==> src/rtl/pipeline_valid_ctrl_pkg.sv <==
// Shared CPU constants: pipeline stage indices and the canonical NOP.
// Latency: none (constants only).
// Backpressure: not applicable.
package cpu_pkg;

    // Bit positions of each stage inside the per-stage valid vector.
    localparam int STG_ID  = 0;
    localparam int STG_EX  = 1;
    localparam int STG_MEM = 2;
    localparam int STG_WB  = 3;
    localparam int NUM_STG = 4;

    // addi x0, x0, 0 -- what a bubbled ID/EX register carries.
    localparam logic [31:0] NOP_INSTR = 32'h0000_0013;

endpackage

==> src/rtl/pipeline_valid_ctrl_if.sv <==
// Handshake bundle between the hazard unit / fetch path and the valid controller.
// Latency: none (wires only).
// Backpressure: stop_ID from the master stalls the front end; the slave reports status back.
interface pipeline_valid_ctrl_if;
    // Requests toward the valid controller.
    logic fetch_valid;
    logic is_load_ID;
    logic stop_ID;
    logic set_invalid_ID;
    logic set_invalid_EX;
    logic set_invalid_MEM;
    logic took_branch;
    // Enables and status coming back.
    logic pc_en;
    logic pc_sel_branch;
    logic if_id_en;
    logic id_ex_bubble;
    logic EX_invalid;
    logic MEM_invalid;
    logic is_load_EX;
    logic is_load_MEM;
    logic mem_access_en;
    logic wb_en;

    modport master (
        output fetch_valid, is_load_ID, stop_ID, set_invalid_ID, set_invalid_EX,
               set_invalid_MEM, took_branch,
        input  pc_en, pc_sel_branch, if_id_en, id_ex_bubble, EX_invalid, MEM_invalid,
               is_load_EX, is_load_MEM, mem_access_en, wb_en
    );

    modport slave (
        input  fetch_valid, is_load_ID, stop_ID, set_invalid_ID, set_invalid_EX,
               set_invalid_MEM, took_branch,
        output pc_en, pc_sel_branch, if_id_en, id_ex_bubble, EX_invalid, MEM_invalid,
               is_load_EX, is_load_MEM, mem_access_en, wb_en
    );
endinterface

==> src/rtl/pipeline_valid_ctrl_sat_counter.sv <==
// Saturating up-counter with synchronous clear.
// Latency: count reflects inc one clock after it is seen.
// Backpressure: none; once at all-ones further increments are dropped.
module sat_counter #(
    parameter int WIDTH = 16
) (
    input  logic             clk,
    input  logic             reset,
    input  logic             inc,
    input  logic             clr,
    output logic [WIDTH-1:0] count
);

    localparam logic [WIDTH-1:0] ONE = {{(WIDTH-1){1'b0}}, 1'b1};

    // Count qualifying cycles, parking at all-ones instead of wrapping.
    always_ff @(posedge clk or negedge reset) begin
        if (!reset) begin
            count <= '0;
        end else if (clr) begin
            count <= '0;
        end else if (inc && (count != '1)) begin
            count <= count + ONE;
        end
    end

endmodule

==> src/rtl/pipeline_valid_ctrl.sv <==
// Per-stage valid tracking, front-end enables, wrong-path fetch kill and stall/flush counters.
// Latency: enables are combinational; valid/status bits update on the next clock edge.
// Backpressure: stop_ID holds PC and IF/ID and bubbles ID/EX; a taken branch overrides the stall.
module pipeline_valid_ctrl
    import cpu_pkg::*;
#(
    parameter int FETCH_LAT = 1,
    parameter int CNT_W     = 16
) (
    input  logic                 clk,
    input  logic                 reset,
    pipeline_valid_ctrl_if.slave pv,
    output logic [CNT_W-1:0]     stall_count,
    output logic [CNT_W-1:0]     flush_count
);

    localparam logic [2:0] KILL_LOAD = 3'(FETCH_LAT);

    logic [NUM_STG-1:0] v_q;
    logic               ld_ex_q;
    logic               ld_mem_q;
    logic [2:0]         kill_cnt;
    logic               flush;
    logic               stall;

    // Front-end control; a redirect always beats a load-use stall. Enables stay low in reset.
    always_comb begin
        flush            = pv.took_branch | pv.set_invalid_ID;
        stall            = pv.stop_ID & ~pv.took_branch;
        pv.pc_en         = reset & ~stall;
        pv.if_id_en      = reset & ~stall;
        pv.pc_sel_branch = pv.took_branch;
        pv.id_ex_bubble  = stall | pv.set_invalid_EX;
    end

    // Status back to the hazard unit is decoded purely from registers.
    always_comb begin
        pv.EX_invalid    = ~v_q[STG_EX];
        pv.MEM_invalid   = ~v_q[STG_MEM];
        pv.is_load_EX    = v_q[STG_EX] & ld_ex_q;
        pv.is_load_MEM   = v_q[STG_MEM] & ld_mem_q;
        pv.mem_access_en = v_q[STG_MEM];
        pv.wb_en         = v_q[STG_WB];
    end

    // Advance valid bits; on a stall ID holds and EX takes a bubble while MEM/WB drain.
    always_ff @(posedge clk or negedge reset) begin
        if (!reset) begin
            v_q      <= '0;
            ld_ex_q  <= 1'b0;
            ld_mem_q <= 1'b0;
        end else begin
            v_q[STG_WB]  <= v_q[STG_MEM];
            v_q[STG_MEM] <= v_q[STG_EX] & ~pv.set_invalid_MEM & ~pv.took_branch;
            ld_mem_q     <= ld_ex_q;
            if (stall) begin
                v_q[STG_EX] <= 1'b0;
            end else begin
                v_q[STG_EX] <= v_q[STG_ID] & ~pv.set_invalid_EX & ~pv.took_branch;
                ld_ex_q     <= pv.is_load_ID;
                v_q[STG_ID] <= pv.fetch_valid & (kill_cnt == 3'd0) & ~flush;
            end
        end
    end

    // Wrong-path window: reloaded by every taken branch, otherwise counts down to zero.
    always_ff @(posedge clk or negedge reset) begin
        if (!reset) begin
            kill_cnt <= 3'd0;
        end else if (pv.took_branch) begin
            kill_cnt <= KILL_LOAD;
        end else if (kill_cnt != 3'd0) begin
            kill_cnt <= kill_cnt - 3'd1;
        end
    end

    sat_counter #(.WIDTH(CNT_W)) u_stall_cnt (
        .clk   (clk),
        .reset (reset),
        .inc   (stall),
        .clr   (1'b0),
        .count (stall_count)
    );

    sat_counter #(.WIDTH(CNT_W)) u_flush_cnt (
        .clk   (clk),
        .reset (reset),
        .inc   (pv.took_branch),
        .clr   (1'b0),
        .count (flush_count)
    );

endmodule

==> src/flat_wrapper.sv <==
// flat-port wrapper written by rule: the top's interface ports become plain ports
module pipeline_valid_ctrl_flat import cpu_pkg::*;
#(
    parameter int FETCH_LAT = 1,
    parameter int CNT_W     = 16
)
  (clk, reset, stall_count, flush_count, pv_fetch_valid, pv_is_load_ID, pv_stop_ID, pv_set_invalid_ID, pv_set_invalid_EX, pv_set_invalid_MEM, pv_took_branch, pv_pc_en, pv_pc_sel_branch, pv_if_id_en, pv_id_ex_bubble, pv_EX_invalid, pv_MEM_invalid, pv_is_load_EX, pv_is_load_MEM, pv_mem_access_en, pv_wb_en);
  pipeline_valid_ctrl_if pv_i ();
  input  logic clk;
  input  logic reset;
  output logic [CNT_W-1:0] stall_count;
  output logic [CNT_W-1:0] flush_count;
  input wire logic [$bits(pv_i.fetch_valid)-1:0] pv_fetch_valid;
  input wire logic [$bits(pv_i.is_load_ID)-1:0] pv_is_load_ID;
  input wire logic [$bits(pv_i.stop_ID)-1:0] pv_stop_ID;
  input wire logic [$bits(pv_i.set_invalid_ID)-1:0] pv_set_invalid_ID;
  input wire logic [$bits(pv_i.set_invalid_EX)-1:0] pv_set_invalid_EX;
  input wire logic [$bits(pv_i.set_invalid_MEM)-1:0] pv_set_invalid_MEM;
  input wire logic [$bits(pv_i.took_branch)-1:0] pv_took_branch;
  output wire logic [$bits(pv_i.pc_en)-1:0] pv_pc_en;
  output wire logic [$bits(pv_i.pc_sel_branch)-1:0] pv_pc_sel_branch;
  output wire logic [$bits(pv_i.if_id_en)-1:0] pv_if_id_en;
  output wire logic [$bits(pv_i.id_ex_bubble)-1:0] pv_id_ex_bubble;
  output wire logic [$bits(pv_i.EX_invalid)-1:0] pv_EX_invalid;
  output wire logic [$bits(pv_i.MEM_invalid)-1:0] pv_MEM_invalid;
  output wire logic [$bits(pv_i.is_load_EX)-1:0] pv_is_load_EX;
  output wire logic [$bits(pv_i.is_load_MEM)-1:0] pv_is_load_MEM;
  output wire logic [$bits(pv_i.mem_access_en)-1:0] pv_mem_access_en;
  output wire logic [$bits(pv_i.wb_en)-1:0] pv_wb_en;
  assign pv_i.fetch_valid = pv_fetch_valid;
  assign pv_i.is_load_ID = pv_is_load_ID;
  assign pv_i.stop_ID = pv_stop_ID;
  assign pv_i.set_invalid_ID = pv_set_invalid_ID;
  assign pv_i.set_invalid_EX = pv_set_invalid_EX;
  assign pv_i.set_invalid_MEM = pv_set_invalid_MEM;
  assign pv_i.took_branch = pv_took_branch;
  assign pv_pc_en = pv_i.pc_en;
  assign pv_pc_sel_branch = pv_i.pc_sel_branch;
  assign pv_if_id_en = pv_i.if_id_en;
  assign pv_id_ex_bubble = pv_i.id_ex_bubble;
  assign pv_EX_invalid = pv_i.EX_invalid;
  assign pv_MEM_invalid = pv_i.MEM_invalid;
  assign pv_is_load_EX = pv_i.is_load_EX;
  assign pv_is_load_MEM = pv_i.is_load_MEM;
  assign pv_mem_access_en = pv_i.mem_access_en;
  assign pv_wb_en = pv_i.wb_en;
  pipeline_valid_ctrl #(.FETCH_LAT(FETCH_LAT), .CNT_W(CNT_W)) u_core (.clk(clk), .reset(reset), .pv(pv_i), .stall_count(stall_count), .flush_count(flush_count));
endmodule
==> config.mk <==
export PLATFORM = sky130hd
export DESIGN_NAME = pipeline_valid_ctrl_flat
export DESIGN_NICKNAME = d
export VERILOG_FILES = /design/src/rtl/pipeline_valid_ctrl_pkg.sv /design/src/rtl/pipeline_valid_ctrl_if.sv /design/src/rtl/pipeline_valid_ctrl_sat_counter.sv /design/src/rtl/pipeline_valid_ctrl.sv /design/src/flat_wrapper.sv
export SDC_FILE = /design/constraint.sdc
export NUM_CORES = 1
export LEC_CHECK = 0
export ABC_CLOCK_PERIOD_IN_PS = 1600
export CAP_MARGIN = 20
export CORE_UTILIZATION = 44
export DETAILED_ROUTE_END_ITERATION = 8
export GPL_ROUTABILITY_DRIVEN = 0
export PLACE_DENSITY_LB_ADDON = 0.2
export SYNTH_ARGS = -nofsm -noshare
export SYNTH_HDL_FRONTEND = slang
export SYNTH_SLANG_ARGS = --single-unit
==> constraint.sdc <==
create_clock -name clk -period 1.6 [get_ports clk]
set_input_delay 0.32 -clock clk [delete_from_list [all_inputs] [get_ports clk]]
set_output_delay 0.32 -clock clk [all_outputs]
set_load 0.02 [all_outputs]
## Word level (Yosys, flattened, before mapping)

Cells that the tools add are included.

- Word-level logic and storage cells: 39
- Memories: 0
- Memory bits (read-only): 0
- Register bits: 41
- Latch bits: 0
- RAM bits: 0
- Output and inout bits: 42
- Bits of input ports: 9

- Reductions and logical operators: 5
- Add/subtract/negate cells: 3
- Muxes and demuxes: 3
- Div/mod/pow operators: 0
- Magnitude comparators: 0
- Bitwise operators: 19
- Shift-type cells: 0
- $mul: 0
- Equal/unequal tests: 2

Operators with widths:

| operator | count |
|---|---|
| 16-bit by 1-bit adder with 16-bit output, second input constant | 2 |
| 16-bit != test, second input constant | 2 |
| 1-bit bitwise AND | 10 |
| 1-bit NOT | 7 |
| 3-bit two-way mux | 2 |
| 3-bit logical NOT | 1 |
| 3-bit nonzero test | 1 |
| 3-bit by 1-bit subtractor with 3-bit output, second input constant | 1 |
| 1-bit logical AND | 2 |
| 1-bit bitwise OR | 2 |
| 2-bit nonzero test | 1 |
| 1-bit two-way mux | 1 |

## Depth between registers and ports, before layout

Gate-level depths: netlist of run 1.

- Depth after elaboration: 4
- Gate-level depth with buffers: 6
- Gate-level depth less buffers: 6

## Modules after synthesis

A second synthesis of run 1 with hierarchy kept.

- Cells, all modules: 233
- Area, all modules: 2,306.0 µm²

By module, submodules not included:

| module | instances | sequential area each (µm²) | area an instance (µm²) | cells an instance |
|---|---|---|---|---|
| sat_counter | 2 | 400.4 | 942.2 | 98 |
| pipeline_valid_ctrl | 1 | 225.2 | 421.7 | 37 |

## Worst setup path after synthesis of run 1

OpenSTA, ideal clock, no wires.

- Path kind: reg-to-reg
- From: reg u_core.u_flush_cnt.count[0]
- To: reg u_core.u_flush_cnt.count[1]
- Period minus slack after synthesis: 1.771 ns
- Setup time: 0.125 ns
- Data required time: 1.475 ns
- Slack: -0.171 ns
- Arrival time: 1.646 ns
- Path buffers: 0
- Cell stages (with the launch flop): 5
- Cell sequence: dfrtp_1 > ha_1 > nand3_1 > o41ai_4 > mux2_4

- Cells in the longest elaborated chain, start to end: 2
- Elaborated cells on any way between the ends: 3
- Those cells by class: add/sub: 1; eq/ne: 1; reduce/logical: 1

RTL lines:

| element | line | source |
|---|---|---|
| start, declared | pipeline_valid_ctrl_sat_counter.sv:11 | `output logic [WIDTH-1:0] count` |
| start signal, assigned | pipeline_valid_ctrl_sat_counter.sv:23 | `count <= count + ONE;` |
| branches (longest 2 deep; another with 16-bit by 1-bit adder with 16-bit output) | - |  |

Several ways; the timed one is not identified.
A chain may end at the register's enable or synchronous reset.

## Final worst setup path of run 1

- From: reg u_core.u_flush_cnt.count[1]
- To: reg u_core.u_flush_cnt.count[1]

Same word-level chain as after synthesis.

==> impl_metrics.toml, run 1 <==
[status]
status = "finished, violations left"
violations = "setup timing"

[critical_path]
rr_worst_depth = 5
critPathLaunchType = "flop"
crit_required_ns = 1.79
r2r_end = "u_core.u_flush_cnt.count[1]"
r2r_start = "u_core.u_flush_cnt.count[1]"
end_kind = "flop"
rrSetupSlack_ns = -0.03
critical_path_class = "reg -> reg"
worst-path-max-fanout = 5
critPathArrivalTime_ns = 1.82

[die]
start_util_pct = 46.1
die_w_um = 69.5
row_count = 24
die_h_um = 69.5
core_area_mm2 = 0.00435
design.die.area_mm2 = 0.00483
io_pins = 51

[job]
max-cap-violations = 0

[clock_tree]
cts_tree = "yes"
cts-root-buf = "clkbuf_8"
cts_buffers = 5
cts_buffer_depth = 2
clk_pin_slew_ns = 0.08
cts.sinks = 41
htree_levels = 2
clock_latency_ns = 0.30

[synthesis]
synth_seq_cells = 41
yosys_warnings = 0
yosysTopAreaCell = "dfrtp_1"
syn-cell-area_mm2 = 0.00201
yosysSeqAreaShare_pct = 51.2
yosysMostFrequentCell = "dfrtp_1"
syn_avg_cell_area_um2 = 10.5
syn-instance-count = 191
synth_cell_type_count = 33
async_reset_ff_share_pct = 100
synthTopCellsByCount = "dfrtp_1 (41), nor2_1 (17), xor2_1 (15)"
syn-num-nets = 204
synth_top_area_share_pct = 51.2
ys.flop_type = "dfrtp_1"
netlist_top_cells_area = "dfrtp_1 (51%), xor2_1 (6.6%), xnor2_1 (4.4%)"
synth_edf_count = 0

[sta]
fin_setup_tns_ns = -0.0269
fmax_mhz = 615
slew_headroom_pct = 66.5
period_share_pct = 102
fin_skew_ns = 0.00817
hold_viol_final = 0
fin_ws_ns = -0.0269
drv_slew = 0
worst_pin_slew_ns = 0.502
setup_violations = 1
grt_setup_unrepaired = "yes"
timing.final.crit_period_ns = 1.63

[global_routing]
grt_pass1_vias = 1786
grt_max_degree = 42
antenna_found_initial = 0
grt_pass1_wl_um = 8200
gr-total-overflow = 0
grt_usage_pct = 21.6

[routing]
wire_per_inst_um = 13.9
dr.first_iter.drc_count = 80
viasPerCell = 5.15
first_pass_iters = 4
drc = 0
ant_nets = 0
drt_wl_total_um = 4920
vias = 1830

[placement]
portBuffers = 50
dp_hpwl_um = 3490
pre_cts_slack_ns = -0.408

[power_and_ir_drop]
power_density_mw_per_mm2 = 1130
ir_drop_mv = 0.669
leakagePower_nw = 1.60

[final_layout]
syn_to_final_growth_pct = 57.6
final_nets = 315
antennaDiodeCount = 0
drive_gt1_share_pct = 34.3
finish.utilization_pct = 72.6

[hold_path]
min_path_type = "in -> async"
[power breakdown]
group          total [mW]  internal (mW)  switching (mW)  leakage (nW)
logic                1.45          0.688           0.759          1.03
clock network       0.669          0.303           0.366        0.0450
registers            1.45           1.24           0.208         0.522
[sequential cells by signal, summed over array words and instances, names as in the netlist]
| register | flops |
|---|---|
| u_core.kill_cnt | 3 |
| u_core.v_q | 4 |
| u_core.u_stall_cnt.count | 16 |
| u_core.ld_ex_q | 1 |
| u_core.u_flush_cnt.count | 16 |
| u_core.ld_mem_q | 1 |
[cell families after synthesis]
kind of cell | synth area share, %
AND/OR/NAND/NOR | 24.1
flip-flops | 51.2
XOR/XNOR | 10.9
AO/OA/AOI/OAI | 6.36
multiplexers | 2.43
adder cells (fa/ha/maj) | 2.50
buffers and inverters | 2.49
[worst max path at each step]
stage                                startpoint                           end  cells past startpoint
finish              u_core.u_flush_cnt.count[1]   u_core.u_flush_cnt.count[1]                      5
global route        u_core.u_flush_cnt.count[0]   u_core.u_flush_cnt.count[1]                      5
CTS                              pv_took_branch  u_core.u_stall_cnt.count[10]                      6
detailed placement               pv_took_branch                      pv_pc_en                      4
global placement                 pv_took_branch                      pv_pc_en                      4
floorplan           u_core.u_flush_cnt.count[1]   u_core.u_flush_cnt.count[1]                      4
[cell usage in the layout, fill, tap and decap left out, drive strengths merged, types with 5 or more instances in the layout]
cell type      instances
nor4                   5
dlygate4sd2           36
xor2                  15
inv                    8
buf                   60
a21oi                 10
clkdlybuf4s50          6
clkbuf                 7
and3                   7
dfrtp                 41
nor2                  17
nand2                 14
nand4                 11
nor3                  11
nand3                 11
xnor2                 10
[layout make-up]
cell class / instances / area, um2
Tap cell: 52 / 65.1
Timing Repair Buffer: 107 / 878
Clock buffer: 6 / 72.6
Sequential cell: 41 / 1030
Multi-Input combinational cell: 139 / 1070
Inverter: 8 / 30.0
Clock inverter: 2 / 10.0
Fill cell: 322 / 1190
[routing by layer]
| layer | track usage, % | wire length, um |
|---|---|---|
| met1 | 28.4 | 2270 |
| met2 | 34.6 | 2350 |
| met3 | 4.36 | 199 |
| met4 | 9.52 | 103 |
| met5 | 0 | 0 |
[through the flow]
step	hold slack [ns]	cells	instance area, um2	power (mW)
floorplan	0.0244	191	2060	2.19
global placement	0.392	336	2940	2.93
detailed placement	0.403	336	2940	2.97
CTS	0.147	350	3030	3.53
global route	0.168	355	3160	3.81
finish	0.138	355	3160	3.57
[critical path: stages (launching register included)]
cell,delay [ns]
dfrtp_2,0.39
ha_4,0.15
nand3_4,0.09
o41ai_4,0.39
buf_4,0.20
mux2_4,0.29
[repair_timing]
action	4_1_cts	5_1_grt
pin swaps	2	11
setup buffers	6	5
resized for setup	55	21
hold buffers	0	0
endpoints found under the setup margin	46	21
No activity file was read; power rests on OpenSTA's default activity.
==> run 2, diff against run 1 <==
--- a/config.mk
+++ b/config.mk
@@ -6,7 +6,6 @@
 export NUM_CORES = 1
 export LEC_CHECK = 0
 export ABC_CLOCK_PERIOD_IN_PS = 1600
-export CAP_MARGIN = 20
 export CORE_UTILIZATION = 44
 export DETAILED_ROUTE_END_ITERATION = 8
 export GPL_ROUTABILITY_DRIVEN = 0
==> results of run 2 <==
Same layout as run 1: the final DEF is identical, and so are final timing and power.
==> run 3, diff against run 2 <==
--- a/config.mk
+++ b/config.mk
@@ -5,8 +5,8 @@
 export SDC_FILE = /design/constraint.sdc
 export NUM_CORES = 1
 export LEC_CHECK = 0
-export ABC_CLOCK_PERIOD_IN_PS = 1600
-export CORE_UTILIZATION = 44
+export ABC_CLOCK_PERIOD_IN_PS = 1900
+export CORE_UTILIZATION = 52
 export DETAILED_ROUTE_END_ITERATION = 8
 export GPL_ROUTABILITY_DRIVEN = 0
 export PLACE_DENSITY_LB_ADDON = 0.2
==> constraint.sdc (replaced) <==
create_clock -name clk -period 1.9 [get_ports clk]
set_input_delay 0.38 -clock clk [delete_from_list [all_inputs] [get_ports clk]]
set_output_delay 0.38 -clock clk [all_outputs]
set_load 0.02 [all_outputs]
==> impl_metrics.toml, run 3 (synthesized netlist as in run 1, its figures left out) <==
[critical_path]
slowest_delay_ns = 0.50
critPathLaunchType = "primary input"
critical_path_class = "in -> out"
rr_worst_depth = 5
critPathArrivalTime_ns = 1.48
crit_required_ns = 1.52
end_kind = "output pin"
path_cells = "clkdlybuf4s50_1, nand2b_1, and2_1, clkdlybuf4s15_2"
worst-path-max-fanout = 3
crit_slowest_cell = "clkdlybuf4s50_1"
worst-path-buf-inv = 2
cp_num_cells = 4
crit_family = "buffers and inverters"

[sta]
period_share_pct = 97.7
hold_viol_final = 0
timing.final.crit_period_ns = 1.86
slew_headroom_pct = 67.6
drv_slew = 0
fin_ws_ns = 0.0429
fin_skew_ns = 0.00336
worst_pin_slew_ns = 0.486
fmax_mhz = 538
setup_violations = 0
grt_setup_unrepaired = "no"

[routing]
drc = 0
ant_nets = 0
drt_wl_total_um = 4300
first_pass_iters = 4
viasPerCell = 5.30
dr.first_iter.drc_count = 59
vias = 1633
wire_per_inst_um = 13.9

[clock_tree]
post_cts_buffers = 0
cts_buffer_depth = 2
cts_buffers = 5
cts-root-buf = "clkbuf_8"
clock_latency_ns = 0.30
clk_pin_slew_ns = 0.07
htree_levels = 2
cts_tree = "yes"
cts_hold_buffers = 0
cts.sinks = 41

[final_layout]
regArea_mm2 = 0.00103
final_cell_mix = "clkdlybuf4s50_1 (45), dfrtp_1 (41), nor2_1 (17)"
final_nets = 272
antennaDiodeCount = 0
multiInputGateArea_um2 = 930
syn_to_final_growth_pct = 36.7
drive_gt1_share_pct = 13.5
fillerInstances = 282
reg.largest.list = "u_core.u_flush_cnt.count (16), u_core.u_stall_cnt.count (16), u_core.v_q (4)"
finish.utilization_pct = 74.3
final_common_cell = "clkdlybuf4s50_1"

[global_routing]
antenna_found_initial = 0
gr-total-overflow = 0
grt_util_met3_pct = 5.54
grt_use_met2_pct = 39.1
grt_usage_pct = 23.2
grt_pass1_wl_um = 7180
grt_pass1_vias = 1635
grt_max_degree = 42
top_usage_layer = "met2"
met1_usage_pct = 28.7

[placement]
dp_hpwl_um = 3160
portBuffers = 50
pre_cts_slack_ns = -0.288

[die]
row_count = 22
core_area_mm2 = 0.00369
die_w_um = 64.1
start_util_pct = 54.4
design.die.area_mm2 = 0.00411
die_h_um = 64.1
io_pins = 51

[power_and_ir_drop]
ir_drop_mv = 0.587
leakagePower_nw = 1.25
power_density_mw_per_mm2 = 1030

[status]
status = "completed"

[job]
max-cap-violations = 0

[hold_path]
min_path_type = "in -> async"
run 3: changes by cell type in the layout (fill, tap and decap cells not counted), moves of 4 or more:
cell	previous run	this run
dlygate4sd2_1	36	2
nor3_1	7	11
dfrtp_2	6	0
nor4_2	5	0
clkdlybuf4s50_1	6	45
buf_4	55	14
nor4_1	0	5
dfrtp_1	35	41
run 3: layout make-up:
class	count	share of cell area [%]
tap	48	2.19
inverter	8	1.10
multi-input combinational	139	33.9
timing repair buffer	64	21.7
sequential	41	37.4
clock inverter	1	0.183
clock buffer	7	3.51
run 3: what timing repair did:
action	CTS	global route
gates cloned	0	0
endpoints found under the setup margin	4	2
resized for setup	7	1
endpoints found under the hold margin	0	0
run 3: path summary, 6_finish.rpt:
check | start | to | slack, ns
setup reg to reg | u_core.u_stall_cnt.count[0] | u_core.u_stall_cnt.count[8] | 0.13
hold / removal | reset | u_core.ld_mem_q | 0.15
setup / recovery | pv_took_branch | pv_if_id_en | 0.04
min in group clk | u_core.v_q[2] | u_core.v_q[3] | 0.42
max in group asynchronous | reset | u_core.u_flush_cnt.count[0] | 1.41
hold reg to reg | u_core.v_q[2] | u_core.v_q[3] | 0.42
run 3: power by group:
| part | internal (mW) | total [mW] | switching, mW |
|---|---|---|---|
| registers | 1.04 | 1.26 | 0.227 |
| clock network | 0.328 | 0.621 | 0.293 |
| logic | 0.467 | 0.937 | 0.469 |
| total | 1.83 | 2.82 | 0.989 |
run 3: routing by layer:
layer,vias up,part of all wire (%)
met5,-,0
met3,7,4.6
met4,0,1.5
li1,811,-
met2,44,48
met1,771,46
run 3: stage by stage:
| stage | std cells | hold WS [ns] | TNS, ns | area, um2 | total power [mW] |
|---|---|---|---|---|---|
| 5_1_grt | 308 | 0.190 | 0 | 2740 | 2.99 |
| 4_1_cts | 308 | 0.169 | -0.00542 | 2750 | 2.84 |
| 2_1_floorplan | 191 | 0.0844 | 0 | 2010 | 1.76 |
| 3_5_place_dp | 300 | 0.401 | -1.81 | 2650 | 2.22 |
| 6_report | 308 | 0.152 | 0 | 2740 | 2.82 |
| 3_3_place_gp | 300 | 0.389 | -1.48 | 2650 | 2.19 |
